--- src/rtl/alu_drv_pkg.sv ---
// Shared types and constants for the ALU command driver.
package alu_drv_pkg;

    localparam int DATA_W = 8;
    localparam int OP_W   = 6;

    typedef enum logic [2:0] {
        ST_IDLE  = 3'd0,
        ST_LOAD  = 3'd1,
        ST_EXEC  = 3'd2,
        ST_RESP  = 3'd3,
        ST_CLEAR = 3'd4
    } state_t;

    localparam logic [2:0] IDLE_SEL    = 3'b000;
    localparam logic [2:0] RST_SEL     = 3'b001;
    localparam logic [2:0] LOAD_SEL    = 3'b010;
    localparam logic [2:0] PERSIST_SEL = 3'b100;

    // ALU control word presented while the driver sits in a given state.
    function automatic logic [2:0] sel_for_state(input state_t s);
        case (s)
            ST_LOAD:          return LOAD_SEL;
            ST_EXEC, ST_RESP: return PERSIST_SEL;
            ST_CLEAR:         return RST_SEL;
            default:          return IDLE_SEL;
        endcase
    endfunction

    // True when exactly one bit of the operation select is set.
    function automatic logic is_one_hot(input logic [OP_W-1:0] v);
        return (v != '0) && ((v & (v - 1'b1)) == '0);
    endfunction

endpackage

--- src/rtl/alu_cmd_driver_if.sv ---
// Command/response handshake bundle between a requester and the ALU driver.
interface alu_cmd_driver_if;
    import alu_drv_pkg::*;

    logic              req_valid;
    logic              req_ready;
    logic [DATA_W-1:0] req_a;
    logic [DATA_W-1:0] req_b;
    logic [OP_W-1:0]   req_op;
    logic              rsp_valid;
    logic              rsp_ready;
    logic [DATA_W-1:0] rsp_data;
    logic              rsp_err;

    modport master (
        output req_valid, req_a, req_b, req_op, rsp_ready,
        input  req_ready, rsp_valid, rsp_data, rsp_err
    );

    modport slave (
        input  req_valid, req_a, req_b, req_op, rsp_ready,
        output req_ready, rsp_valid, rsp_data, rsp_err
    );

endinterface

--- src/rtl/alu_drv_lat_cnt.sv ---
// 4-bit down-counter timing the ALU settle window.
module alu_drv_lat_cnt (
    input  logic       clk,
    input  logic       rst,
    input  logic       i_load,
    input  logic [3:0] i_load_val,
    input  logic       i_dec,
    output logic       o_zero
);

    logic [3:0] r_cnt;

    // Load takes priority; decrement saturates at zero.
    always_ff @(posedge clk or posedge rst) begin
        if (rst) begin
            r_cnt <= 4'd0;
        end else if (i_load) begin
            r_cnt <= i_load_val;
        end else if (i_dec && (r_cnt != 4'd0)) begin
            r_cnt <= r_cnt - 4'd1;
        end
    end

    assign o_zero = (r_cnt == 4'd0);

endmodule

--- src/rtl/alu_cmd_driver.sv ---
// Sequences one ALU operation per accepted command: load, settle, capture, clear.
//   state | meaning
//   IDLE  | ready for a command, ALU control idle
//   LOAD  | one-cycle load pulse with operands applied
//   EXEC  | persist for LAT cycles while the ALU settles
//   RESP  | result (or rejection) offered until consumed
//   CLEAR | one-cycle ALU reset pulse before returning to IDLE
module alu_cmd_driver
    import alu_drv_pkg::*;
#(
    parameter int unsigned LAT = 2
) (
    input  logic                clk,
    input  logic                rst,
    alu_cmd_driver_if.slave     bus,
    output logic [2:0]          in_sel,
    output logic [DATA_W-1:0]   num1,
    output logic [DATA_W-1:0]   num2,
    output logic [OP_W-1:0]     out_sel,
    input  logic [DATA_W-1:0]   alu_out
);

    // The counter runs LAT-1 down to 0 so the zero flag marks the last EXEC cycle.
    localparam logic [3:0] LAT_LOAD = 4'(LAT - 1);

    state_t            r_state;
    state_t            w_next_state;
    logic [2:0]        r_in_sel;
    logic [DATA_W-1:0] r_num1;
    logic [DATA_W-1:0] r_num2;
    logic [OP_W-1:0]   r_out_sel;
    logic              r_req_ready;
    logic              r_rsp_valid;
    logic [DATA_W-1:0] r_rsp_data;
    logic              r_rsp_err;
    logic              w_accept;
    logic              w_op_ok;
    logic              w_cnt_load;
    logic              w_cnt_dec;
    logic              w_cnt_zero;

    assign w_op_ok = is_one_hot(bus.req_op);

    alu_drv_lat_cnt u_lat_cnt (
        .clk        (clk),
        .rst        (rst),
        .i_load     (w_cnt_load),
        .i_load_val (LAT_LOAD),
        .i_dec      (w_cnt_dec),
        .o_zero     (w_cnt_zero)
    );

    // Next-state and counter control.
    always_comb begin
        w_next_state = r_state;
        w_accept     = 1'b0;
        w_cnt_load   = 1'b0;
        w_cnt_dec    = 1'b0;
        case (r_state)
            ST_IDLE: begin
                if (bus.req_valid && r_req_ready) begin
                    w_accept     = 1'b1;
                    w_next_state = w_op_ok ? ST_LOAD : ST_RESP;
                end
            end
            ST_LOAD: begin
                w_cnt_load   = 1'b1;
                w_next_state = ST_EXEC;
            end
            ST_EXEC: begin
                if (w_cnt_zero) w_next_state = ST_RESP;
                else            w_cnt_dec    = 1'b1;
            end
            ST_RESP: begin
                if (bus.rsp_ready) w_next_state = r_rsp_err ? ST_IDLE : ST_CLEAR;
            end
            ST_CLEAR: w_next_state = ST_IDLE;
            default:  w_next_state = ST_IDLE;
        endcase
    end

    // State register plus outputs registered from the upcoming state, so ALU
    // control never has a combinational path from the handshake inputs.
    always_ff @(posedge clk or posedge rst) begin
        if (rst) begin
            r_state     <= ST_IDLE;
            r_in_sel    <= IDLE_SEL;
            r_num1      <= '0;
            r_num2      <= '0;
            r_out_sel   <= '0;
            r_req_ready <= 1'b0;
            r_rsp_valid <= 1'b0;
            r_rsp_data  <= '0;
            r_rsp_err   <= 1'b0;
        end else begin
            r_state     <= w_next_state;
            r_in_sel    <= sel_for_state(w_next_state);
            r_req_ready <= (w_next_state == ST_IDLE);
            r_rsp_valid <= (w_next_state == ST_RESP);
            case (r_state)
                ST_IDLE: begin
                    if (w_accept) begin
                        if (w_op_ok) begin
                            r_num1    <= bus.req_a;
                            r_num2    <= bus.req_b;
                            r_out_sel <= bus.req_op;
                        end else begin
                            r_rsp_data <= '0;
                            r_rsp_err  <= 1'b1;
                        end
                    end
                end
                ST_EXEC: begin
                    if (w_cnt_zero) begin
                        r_rsp_data <= alu_out;
                        r_rsp_err  <= 1'b0;
                    end
                end
                ST_RESP: begin
                    if (bus.rsp_ready) begin
                        r_num1    <= '0;
                        r_num2    <= '0;
                        r_out_sel <= '0;
                    end
                end
                default: ;
            endcase
        end
    end

    assign bus.req_ready = r_req_ready;
    assign bus.rsp_valid = r_rsp_valid;
    assign bus.rsp_data  = r_rsp_data;
    assign bus.rsp_err   = r_rsp_err;
    assign in_sel        = r_in_sel;
    assign num1          = r_num1;
    assign num2          = r_num2;
    assign out_sel       = r_out_sel;

endmodule

--- src/flat_wrapper.sv ---
// flat-port wrapper written by rule: the top's interface ports become plain ports
module alu_cmd_driver_flat import alu_drv_pkg::*;
#(
    parameter int unsigned LAT = 2
)
  (clk, rst, in_sel, num1, num2, out_sel, alu_out, bus_req_valid, bus_req_a, bus_req_b, bus_req_op, bus_rsp_ready, bus_req_ready, bus_rsp_valid, bus_rsp_data, bus_rsp_err);
  alu_cmd_driver_if bus_i ();
  input  logic clk;
  input  logic rst;
  output logic [2:0] in_sel;
  output logic [DATA_W-1:0] num1;
  output logic [DATA_W-1:0] num2;
  output logic [OP_W-1:0] out_sel;
  input  logic [DATA_W-1:0] alu_out;
  input wire logic [$bits(bus_i.req_valid)-1:0] bus_req_valid;
  input wire logic [$bits(bus_i.req_a)-1:0] bus_req_a;
  input wire logic [$bits(bus_i.req_b)-1:0] bus_req_b;
  input wire logic [$bits(bus_i.req_op)-1:0] bus_req_op;
  input wire logic [$bits(bus_i.rsp_ready)-1:0] bus_rsp_ready;
  output wire logic [$bits(bus_i.req_ready)-1:0] bus_req_ready;
  output wire logic [$bits(bus_i.rsp_valid)-1:0] bus_rsp_valid;
  output wire logic [$bits(bus_i.rsp_data)-1:0] bus_rsp_data;
  output wire logic [$bits(bus_i.rsp_err)-1:0] bus_rsp_err;
  assign bus_i.req_valid = bus_req_valid;
  assign bus_i.req_a = bus_req_a;
  assign bus_i.req_b = bus_req_b;
  assign bus_i.req_op = bus_req_op;
  assign bus_i.rsp_ready = bus_rsp_ready;
  assign bus_req_ready = bus_i.req_ready;
  assign bus_rsp_valid = bus_i.rsp_valid;
  assign bus_rsp_data = bus_i.rsp_data;
  assign bus_rsp_err = bus_i.rsp_err;
  alu_cmd_driver #(.LAT(LAT)) u_core (.clk(clk), .rst(rst), .bus(bus_i), .in_sel(in_sel), .num1(num1), .num2(num2), .out_sel(out_sel), .alu_out(alu_out));
endmodule
--- config.mk ---
export PLATFORM = sky130hd
export DESIGN_NAME = alu_cmd_driver_flat
export DESIGN_NICKNAME = d
export VERILOG_FILES = /design/src/rtl/alu_drv_pkg.sv /design/src/rtl/alu_cmd_driver_if.sv /design/src/rtl/alu_drv_lat_cnt.sv /design/src/rtl/alu_cmd_driver.sv /design/src/flat_wrapper.sv
export SDC_FILE = /design/constraint.sdc
export NUM_CORES = 1
export LEC_CHECK = 0
export CAP_MARGIN = 40
export CORE_ASPECT_RATIO = 1.2
export CORE_MARGIN = 5
export CORE_UTILIZATION = 40
export DETAILED_ROUTE_END_ITERATION = 10
export PLACE_DENSITY = 0.74
export SYNTH_ARGS = -nofsm -noshare
export SYNTH_HDL_FRONTEND = slang
export SYNTH_SLANG_ARGS = --single-unit
--- constraint.sdc ---
create_clock -name clk -period 2.8 [get_ports clk]
set_input_delay 0.56 -clock clk [delete_from_list [all_inputs] [get_ports clk]]
set_output_delay 0.56 -clock clk [all_outputs]
set_load 0.02 [all_outputs]
After elaboration in Yosys (flattened, before gate mapping)

Index checks and enable logic that the tools add are counted.

Register bits after elaboration: 43
Bits in latches: 0
RAM bits: 0
Bits in read-only memories: 0
Input port bits: 34
Output and inout bits: 36
Word-level logic and storage cells: 73
Memories kept: 0

Add/subtract/negate cells: 2
Multipliers: 0
Divide/modulo/power cells: 0
$lt $le $gt $ge: 0
Eq/ne operators: 12
Shift-type cells: 0
Muxes and demuxes: 33
Bitwise operators: 1
Reductions and logical operators: 15

Operators with widths:

| kind                                                                     | number |
|---|---|
| 8-bit two-way mux                                                        | 8 |
| 8-bit one-hot mux with 2 select lines                                    | 3 |
| 6-bit two-way mux                                                        | 3 |
| 3-bit by 2-bit == test with 1-bit output (second input constant)         | 4 |
| 3-bit two-way mux                                                        | 4 |
| 3-bit one-hot mux with 4 select lines                                    | 1 |
| 6-bit one-hot mux with 2 select lines                                    | 1 |
| 3-bit one-hot mux with 3 select lines                                    | 1 |
| 1-bit two-way mux                                                        | 8 |
| 4-bit two-way mux                                                        | 2 |
| 4-bit AND reduction                                                      | 2 |
| 6-bit AND                                                                | 1 |
| 3-bit by 1-bit == test with 1-bit output (second input constant)         | 2 |
| 3-bit logical NOT                                                        | 2 |
| 6-bit logical NOT                                                        | 1 |
| 2-bit inequality test (second input constant)                            | 3 |
| 2-bit nonzero test                                                       | 3 |
| 6-bit nonzero test                                                       | 1 |
| 6-bit by 1-bit subtractor with 6-bit output (second input constant)      | 1 |
| 4-bit logical NOT                                                        | 1 |
| 2-bit by 1-bit inequality test with 1-bit output (second input constant) | 2 |
| 4-bit nonzero test                                                       | 1 |
| 4-bit by 1-bit subtractor with 4-bit output (second input constant)      | 1 |
| 3-bit == test (second input constant)                                    | 1 |
| 4 further kinds                                                          | 6 |

Depth between registers and ports, before layout

Gate-level depths: netlist (run 1).

Depth in word-level cells: 10
Gate-level depth with buffers: 7
Depth with buffers taken out: 7

Hierarchy

A second synthesis (run 1) with hierarchy kept.

Cells, all modules: 186
Area total of the unflattened synthesis: 2026.9 um2

By module, submodules not included:

| module          | times used | cells each | area an instance (um2) | sequential area each (um2) |
|---|---|---|---|---|
| alu_cmd_driver  | 1          | 158        | 1765.4                 | 975.9 |
| alu_drv_lat_cnt | 1          | 28         | 261.5                  | 100.1 |

Least setup slack after synthesis (run 1)

OpenSTA, ideal clock, no wires.

Path kind: input -> register
Start point: input bus_req_op[2]
End point: register u_core.r_num1[5], in the netlist u_core.num1[5]
Library setup time: 121 ps
Data arrival time: 1697 ps
Data required time: 2679 ps
Setup slack: 982 ps
Stages: 6
Buffers on the path: 1
Cell sequence: nor4b_1 a22o_1 a221oi_2 a21boi_2 buf_2 a22o_1

Longest elaborated chain between the ends: 6
Elaborated cells between the ends (all ways): 7
Those cells by class: 1 x add/sub; 1 x eq/ne; 1 x bitwise; 4 x reduce/logical

RTL lines:

| what                                                         | RTL line              | text |
|---|---|---|
| from (decl)                                                  | flat_wrapper.sv:18    | `input wire logic [$bits(bus_i.req_op)-1:0] bus_req_op;` |
| 6-bit by 1-bit subtractor with 6-bit output                  | alu_drv_pkg.sv:32     | `return (v != '0) && ((v & (v - 1'b1)) == '0);` |
| 6-bit AND                                                    | alu_drv_pkg.sv:32     |  |
| 6-bit logical NOT                                            | alu_drv_pkg.sv:32     |  |
| 1-bit logical AND *                                          | alu_drv_pkg.sv:32     |  |
| 2-bit by 1-bit inequality test with 1-bit output (no line) * | n/a                   |  |
| 4-bit AND reduction (no line) *                              | n/a                   |  |
| to (signal assigned)                                         | alu_cmd_driver.sv:104 | `r_num1 <= bus.req_a;` |
| to (decl)                                                    | alu_cmd_driver.sv:29  | `logic [DATA_W-1:0] r_num1;` |

Mark *: on every way between the ends. The rest lies on a longest branch, timed or not.
A chain may end at the register's enable or synchronous reset.

Final worst setup path (run 1)

Start point: input bus_req_op[2]
End point: register u_core.r_num1[7], in the netlist u_core.num1[7]

Same word-level chain as after synthesis.

==> results of run 1 <==
-- where the power goes --
part / leakage, nW / total, mW / internal (mW) / switching (mW)
combinational: 0.540 / 1.09 / 0.562 / 0.523
clock: 0.0470 / 0.384 / 0.193 / 0.191
sequential: 0.568 / 0.992 / 0.841 / 0.150
total: 1.16 / 2.46 / 1.60 / 0.865
-- state kept, by name (all words and copies together) (netlist names) --
| name | cells |
|---|---|
| u_core.bus.req_ready | 1 |
| u_core.bus.rsp_data | 8 |
| u_core.bus.rsp_err | 1 |
| u_core.bus.rsp_valid | 1 |
| u_core.in_sel | 3 |
| u_core.num1 | 8 |
| u_core.num2 | 8 |
| u_core.out_sel | 6 |
| u_core.r_state | 3 |
| u_core.u_lat_cnt.r_cnt | 4 |
-- cell families (layout without fill, tap and decap cells) --
group / Yosys count / count (layout)
buffers and inverters: 9 / 87
adder cells (fa/ha/maj): 1 / 1
flip-flops: 43 / 43
AO/OA/AOI/OAI: 44 / 44
AND/OR/NAND/NOR: 33 / 33
XOR/XNOR: 4 / 4
-- synthesized netlist by cell type (2+ instances only) --
| cell | number | area, µm² |
|---|---|---|
| dfrtp_1 | 43 | 1080 |
| a22o_1 | 30 | 263 |
| nor2_1 | 7 | 26.3 |
| nor3b_1 | 5 | 37.5 |
| nand2_1 | 4 | 15.0 |
| a211oi_1 | 3 | 22.5 |
| buf_2 | 3 | 15.0 |
| inv_1 | 3 | 11.3 |
| xor2_1 | 3 | 26.3 |
| a31oi_1 | 2 | 12.5 |
| and2_1 | 2 | 12.5 |
| and3_1 | 2 | 12.5 |
| buf_6 | 2 | 22.5 |
| nand2b_1 | 2 | 12.5 |
| nor3_1 | 2 | 10.0 |
| nor4b_1 | 2 | 17.5 |
-- stage by stage --
stage	utilization (%)	cells	power, mW	instance area, µm²
3_5_place_dp	59.6	261	2.09	2560
6_report	61.7	268	2.46	2650
4_1_cts	61.7	268	2.49	2650
5_1_grt	61.7	268	2.61	2650
3_3_place_gp	59.4	260	2.05	2550
2_1_floorplan	-	134	1.56	1780
-- final cells by class --
type                    count  share of cell area (%)
flip-flops and latches     43                    40.6
repair buffers             77                    28.5
multi-input cells          82                    24.5
clock buffers               6                    3.12
well taps                  56                    2.65
inverters                   3                   0.425
clock inverters             1                   0.189
-- worst paths after layout --
| check | start | endpoint | slack [ns] | cells past startpoint |
|---|---|---|---|---|
| max in group asynchronous | rst | u_core.r_state[1] | 1.74 | 3 |
| min in group asynchronous | rst | u_core.bus.rsp_err | 0.70 | 3 |
| setup / recovery | bus_req_op[2] | u_core.num1[7] | 0.53 | 7 |
| hold / removal | u_core.out_sel[2] | u_core.out_sel[2] | 0.50 | 1 |
| hold reg to reg | u_core.out_sel[2] | u_core.out_sel[2] | 0.50 | 1 |
| setup reg to reg | u_core.u_lat_cnt.r_cnt[0] | u_core.u_lat_cnt.r_cnt[3] | 1.03 | 7 |
-- per-layer routing --
| metal | global-route usage (%) | wire length (µm) | vias up |
|---|---|---|---|
| li1 | - | - | 662 |
| met1 | 19.8 | 1860 | 708 |
| met2 | 26.9 | 2320 | 42 |
| met3 | 3.99 | 196 | 7 |
| met4 | 6.32 | 100 | 0 |
| met5 | 0 | 0 | - |
-- worst max-delay path, cell delays in order --
cell,delay [ns]
clkdlybuf4s50_1,0.49
nor4b_1,0.18
a22o_1,0.26
a221o_1,0.33
o31ai_4,0.21
buf_4,0.29
a22o_1,0.17
==> flow_summary.rst, run 1 <==
.. list-table::
   :header-rows: 1

   * - Metric
     - Value
   * - Hold-fix buffer count after cts
     - 0
   * - Syn Area/Cell
     - 13.3 µm²
   * - Number of standard-cell rows in the floorplan
     - 26
   * - Final count of pins violating max slew
     - 0
   * - CTS H-tree lvls
     - 2
   * - Diode count
     - 0
   * - Seq/Total Area, Yosys
     - 60.6%
   * - Maximum resistive drop on vdd
     - 476 µV
   * - Critical Path Fanout Max
     - 22
   * - Worst setup slack after placement
     - 0.237 ns
   * - Post-synthesis sequential element count
     - 43
   * - Initial antenna violation count
     - 0
   * - Global-route total usage across every layer
     - 16.1%
   * - Leak Pwr
     - 1.16 nW
   * - First-pass GRT wire length
     - 7580 µm
   * - Count of maximum capacitance violations
     - 0
   * - DRC violations left
     - 0
   * - Footprint of the multi-input gates
     - 648 µm²
   * - Share of post-route cells with drive strength above 1
     - 10.4%
   * - Count of pins on the block boundary
     - 70
   * - Compound-cell area share of the yosys netlist
     - 22.5%
   * - Number of sinks driven by the clock tree
     - 43
   * - Parity-gate share of the synthesized area counting xor and xnor cells
     - 1.97%
   * - Async SR Flop Fraction
     - 100%
   * - Die height
     - 83.0 µm
   * - Worst hold-check path type
     - flop to flop
   * - Clock buffers created by TritonCTS
     - 5
   * - Synthesized-area fraction occupied by adder cells
     - 0.704%
   * - Max-Slew Margin vs Limit
     - 59.9%
   * - Final number of hold-violating endpoints
     - 0
   * - Routability cong.
     - 0.820
   * - Pin count of the biggest net entering global routing
     - 44
   * - Setup repair after global routing missed its margin
     - no
   * - Status
     - completed
   * - Setup TNS Final
     - 0 ns
   * - Capturing element type of the critical path
     - flop
   * - Width of the die
     - 70.8 µm
   * - Setup fix buffers added after clock tree synthesis
     - 0
   * - Vias per cell
     - 5.29
   * - Min Hold Slack
     - 0.504 ns
   * - DP Wirelength
     - 3290 µm
   * - Routed vias
     - 1419
   * - Post-synth EDFFs
     - 0
   * - Number of fill cells
     - 366
   * - PortBufs
     - 69
   * - Critical Path AT
     - 2.49 ns
   * - Synthesis warning total
     - 0
   * - Fraction of the cycle the final worst path needs
     - 80.9%
   * - Measured slew at the worst slew-check pin
     - 0.596 ns
   * - Library cells used by synthesis
     - 35
   * - Post-synthesis cell area
     - 1780 µm²
   * - Pre-antenna DRT Iters
     - 4
   * - Most frequently used flop master after synthesis
     - dfrtp_1
   * - Routed wire per std cell
     - 16.7 µm
   * - Clock period minus final worst setup slack
     - 2.27 ns
   * - Detailed-route wire length
     - 4470 µm
   * - Dominant combinational cell family by area after synthesis
     - compound AO/OA/AOI/OAI gates
   * - Critical setup path kind
     - input port to flop
   * - Area added between synthesis and finish
     - 49.0%
   * - Crit path launch type
     - input port
   * - Final #Nets
     - 247
   * - Clock root buffer
     - clkbuf_8
   * - Most frequent standard cell in the layout excluding fill and tap cells
     - clkdlybuf4s50_1
   * - Mapped Cells
     - 134
   * - Required time of the critical path
     - 3.02 ns
   * - Number of resized instances in the post-cts repair step
     - 0
   * - Fraction of synthesized area in multiplexers
     - 0%
   * - Area of all sequential standard cells
     - 1080 µm²
   * - Total overflow reported by the global router
     - 0
   * - Number of nets with antenna violations after detailed routing
     - 0
   * - Total nets after synthesis
     - 169
   * - Clock tree from TritonCTS
     - yes
   * - Initial standard-cell utilization of the core
     - 41.4%
   * - Synthesized-area fraction occupied by and/or/nand/nor cells
     - 11.3%
   * - Vias in the first global route
     - 1585
   * - Final clock skew
     - 0.00999 ns
   * - Commonest non-fill, non-tap cells in the layout
     - clkdlybuf4s50_1 (69), dfrtp_1 (43), a22o_1 (30)
   * - Number of buffers on the longest clock path
     - 2
   * - Setup slack after layout
     - 0.534 ns
   * - Insertion delay of the later-clocked pin in the worst-skew pair
     - 0.29 ns
   * - Total Die Area
     - 5880 µm²
   * - Total power divided by cell area
     - 930 nW/µm²
   * - Clock-pin slew on the worst setup and hold paths
     - 0.07 ns
   * - Final setup violation count
     - 0
   * - Top achievable clock speed
     - 441 MHz
   * - Iteration-0 DRC Markers
     - 90
   * - Core Box Area
     - 4290 µm²
Power figures use the tool's default switching activity.
==> run 2, diff against run 1 <==
- CORE_UTILIZATION: 40 -> 39
- PLACE_DENSITY: 0.74 -> 0.75
- clock period: 2.8 -> 2 ns (I/O delays scaled with it)
==> run 2 against run 1 <==
Net effect:
- worst hold slack lost 0.075 ns
- largest power group unchanged
- non-clock buffer count grew 14
- first-iteration DRC count shrank 16%
- highest routed layer unchanged
- clock skew shrank 0.0017 ns
==> flow_summary.rst, run 2 (synthesis gave the netlist of run 1 again) <==
.. list-table::
   :header-rows: 1

   * - Metric
     - Value
   * - Total power divided by cell area
     - 1230 nW/µm²
   * - Critical setup path kind
     - input port to flop
   * - Global-route total usage across every layer
     - 15.8%
   * - Commonest non-fill, non-tap cells in the layout
     - clkdlybuf4s50_1 (63), dfrtp_1 (43), a22o_1 (30)
   * - Width of the die
     - 71.6 µm
   * - Number of nets with antenna violations after detailed routing
     - 0
   * - Vias per cell
     - 5.07
   * - Setup slack after layout
     - 0.0747 ns
   * - Count of maximum capacitance violations
     - 0
   * - Measured slew at the worst slew-check pin
     - 0.490 ns
   * - M2 GR Usage
     - 25.1%
   * - Worst setup slack after placement
     - -0.325 ns
   * - Final number of hold-violating endpoints
     - 0
   * - DRC violations left
     - 0
   * - Die height
     - 83.9 µm
   * - Core Util, Final
     - 63.1%
   * - Core Box Area
     - 4490 µm²
   * - Final count of pins violating max slew
     - 0
   * - Area added between synthesis and finish
     - 59.6%
   * - PortBufs
     - 69
   * - Clock buffers created by TritonCTS
     - 5
   * - First-pass GRT wire length
     - 7540 µm
   * - Initial antenna violation count
     - 0
   * - Number of sinks driven by the clock tree
     - 43
   * - Final setup violation count
     - 0
   * - Worst hold-check path type
     - input port to async pin
   * - Crit path launch type
     - input port
   * - Top achievable clock speed
     - 519 MHz
   * - Launching point of the worst reg2reg path
     - u_core.u_lat_cnt.r_cnt[0]
   * - Reg2reg setup slack
     - 0.29 ns
   * - Share of post-route cells with drive strength above 1
     - 16.7%
   * - Routing usage on met1
     - 19.6%
   * - Required time of the critical path
     - 2.19 ns
   * - Met3 track demand over resource
     - 5.90%
   * - Setup repair after global routing missed its margin
     - no
   * - Max-Slew Margin vs Limit
     - 67.3%
   * - Total Die Area
     - 6010 µm²
   * - DP Wirelength
     - 2990 µm
   * - Routed vias
     - 1445
   * - Vias in the first global route
     - 1599
   * - Clock tree from TritonCTS
     - yes
   * - Capturing element type of the critical path
     - flop
   * - Detailed-route wire length
     - 4360 µm
   * - Initial standard-cell utilization of the core
     - 39.5%
   * - Grt peak-use layer
     - met2
   * - Routability cong.
     - 0.727
   * - Final clock skew
     - 0.00831 ns
   * - Leak Pwr
     - 1.26 nW
   * - Maximum resistive drop on vdd
     - 612 µV
   * - Iteration-0 DRC Markers
     - 76
   * - Clock-pin slew on the worst setup and hold paths
     - 0.08 ns
   * - Pin count of the biggest net entering global routing
     - 44
   * - Hold-fix buffer count after cts
     - 0
   * - Total overflow reported by the global router
     - 0
   * - Critical Path AT
     - 2.11 ns
   * - Status
     - completed
   * - Pre-antenna DRT Iters
     - 4
   * - Insertion delay of the later-clocked pin in the worst-skew pair
     - 0.30 ns
   * - Endpoint of the worst register-to-register path
     - u_core.bus.rsp_data[5]
   * - Final #Nets
     - 261
   * - Worst reg-to-reg path cell count
     - 7
   * - Most frequent standard cell in the layout excluding fill and tap cells
     - clkdlybuf4s50_1
   * - Fraction of the cycle the final worst path needs
     - 96.3%
   * - Count of pins on the block boundary
     - 70
   * - Clock period minus final worst setup slack
     - 1.93 ns
   * - Number of buffers on the longest clock path
     - 2
   * - CTS H-tree lvls
     - 2
   * - Clock root buffer
     - clkbuf_8
   * - Number of standard-cell rows in the floorplan
     - 27
   * - Critical Path Fanout Max
     - 21
   * - Routed wire per std cell
     - 15.3 µm
   * - Diode count
     - 0
-- run 2: final cells by class --
cell class	instances	area [µm²]
clock inverters	2	12.5
flip-flops and latches	43	1080
clock buffers	6	72.6
multi-input cells	82	681
well taps	58	72.6
inverters	3	11.3
fillers	368	1660
repair buffers	91	910
-- run 2: report_power, final --
| part | switching (mW) | internal [mW] |
|---|---|---|
| Sequential | 0.203 | 1.18 |
| Combinational | 0.716 | 0.841 |
| Clock | 0.296 | 0.244 |
| Total | 1.21 | 2.26 |
-- run 2: metrics by stage --
stage          TNS [ns]  hold WS, ns  cell area, µm²  cells  total power, mW
2_1_floorplan         0        0.506            1780    134             2.19
3_3_place_gp      -9.04        0.481            2660    272             2.92
3_5_place_dp      -9.92        0.481            2660    272             2.94
4_1_cts               0        0.442            2820    285             3.51
5_1_grt               0        0.481            2840    285             3.70
6_report              0        0.429            2840    285             3.48
-- run 2: timing repair --
action                                  4_1_cts  5_1_grt
cloned                                        1        0
endpoints found under the setup margin       20       35
pin swaps                                     2        0
setup buffers                                 4        0
resized for setup                             8        3
-- run 2: worst max path at each step --
| stage | start | endpoint | cells past startpoint |
|---|---|---|---|
| floorplan | bus_req_op[2] | u_core.num1[5] | 6 |
| global placement | bus_req_op[5] | u_core.out_sel[2] | 7 |
| detailed placement | bus_req_op[5] | u_core.num2[4] | 7 |
| CTS | bus_req_op[1] | u_core.num2[0] | 8 |
| global route | bus_req_op[2] | u_core.out_sel[0] | 8 |
| finish | bus_req_op[2] | u_core.out_sel[2] | 8 |
-- run 2: layer usage --
metal | wire [µm] | vias to the layer above | part of all wire (%)
met4 | 45 | 0 | 1.0
met5 | 0 | - | 0
met3 | 350 | 6 | 8.0
met2 | 2120 | 51 | 49
li1 | - | 691 | -
met1 | 1850 | 697 | 42
-- run 2: critical path, cell delays in order --
cell,delay [ns]
dlygate4sd2_1,0.29
nor4b_2,0.19
a22o_1,0.24
buf_4,0.15
a221oi_4,0.29
a21boi_2,0.14
buf_12,0.17
a22o_1,0.24
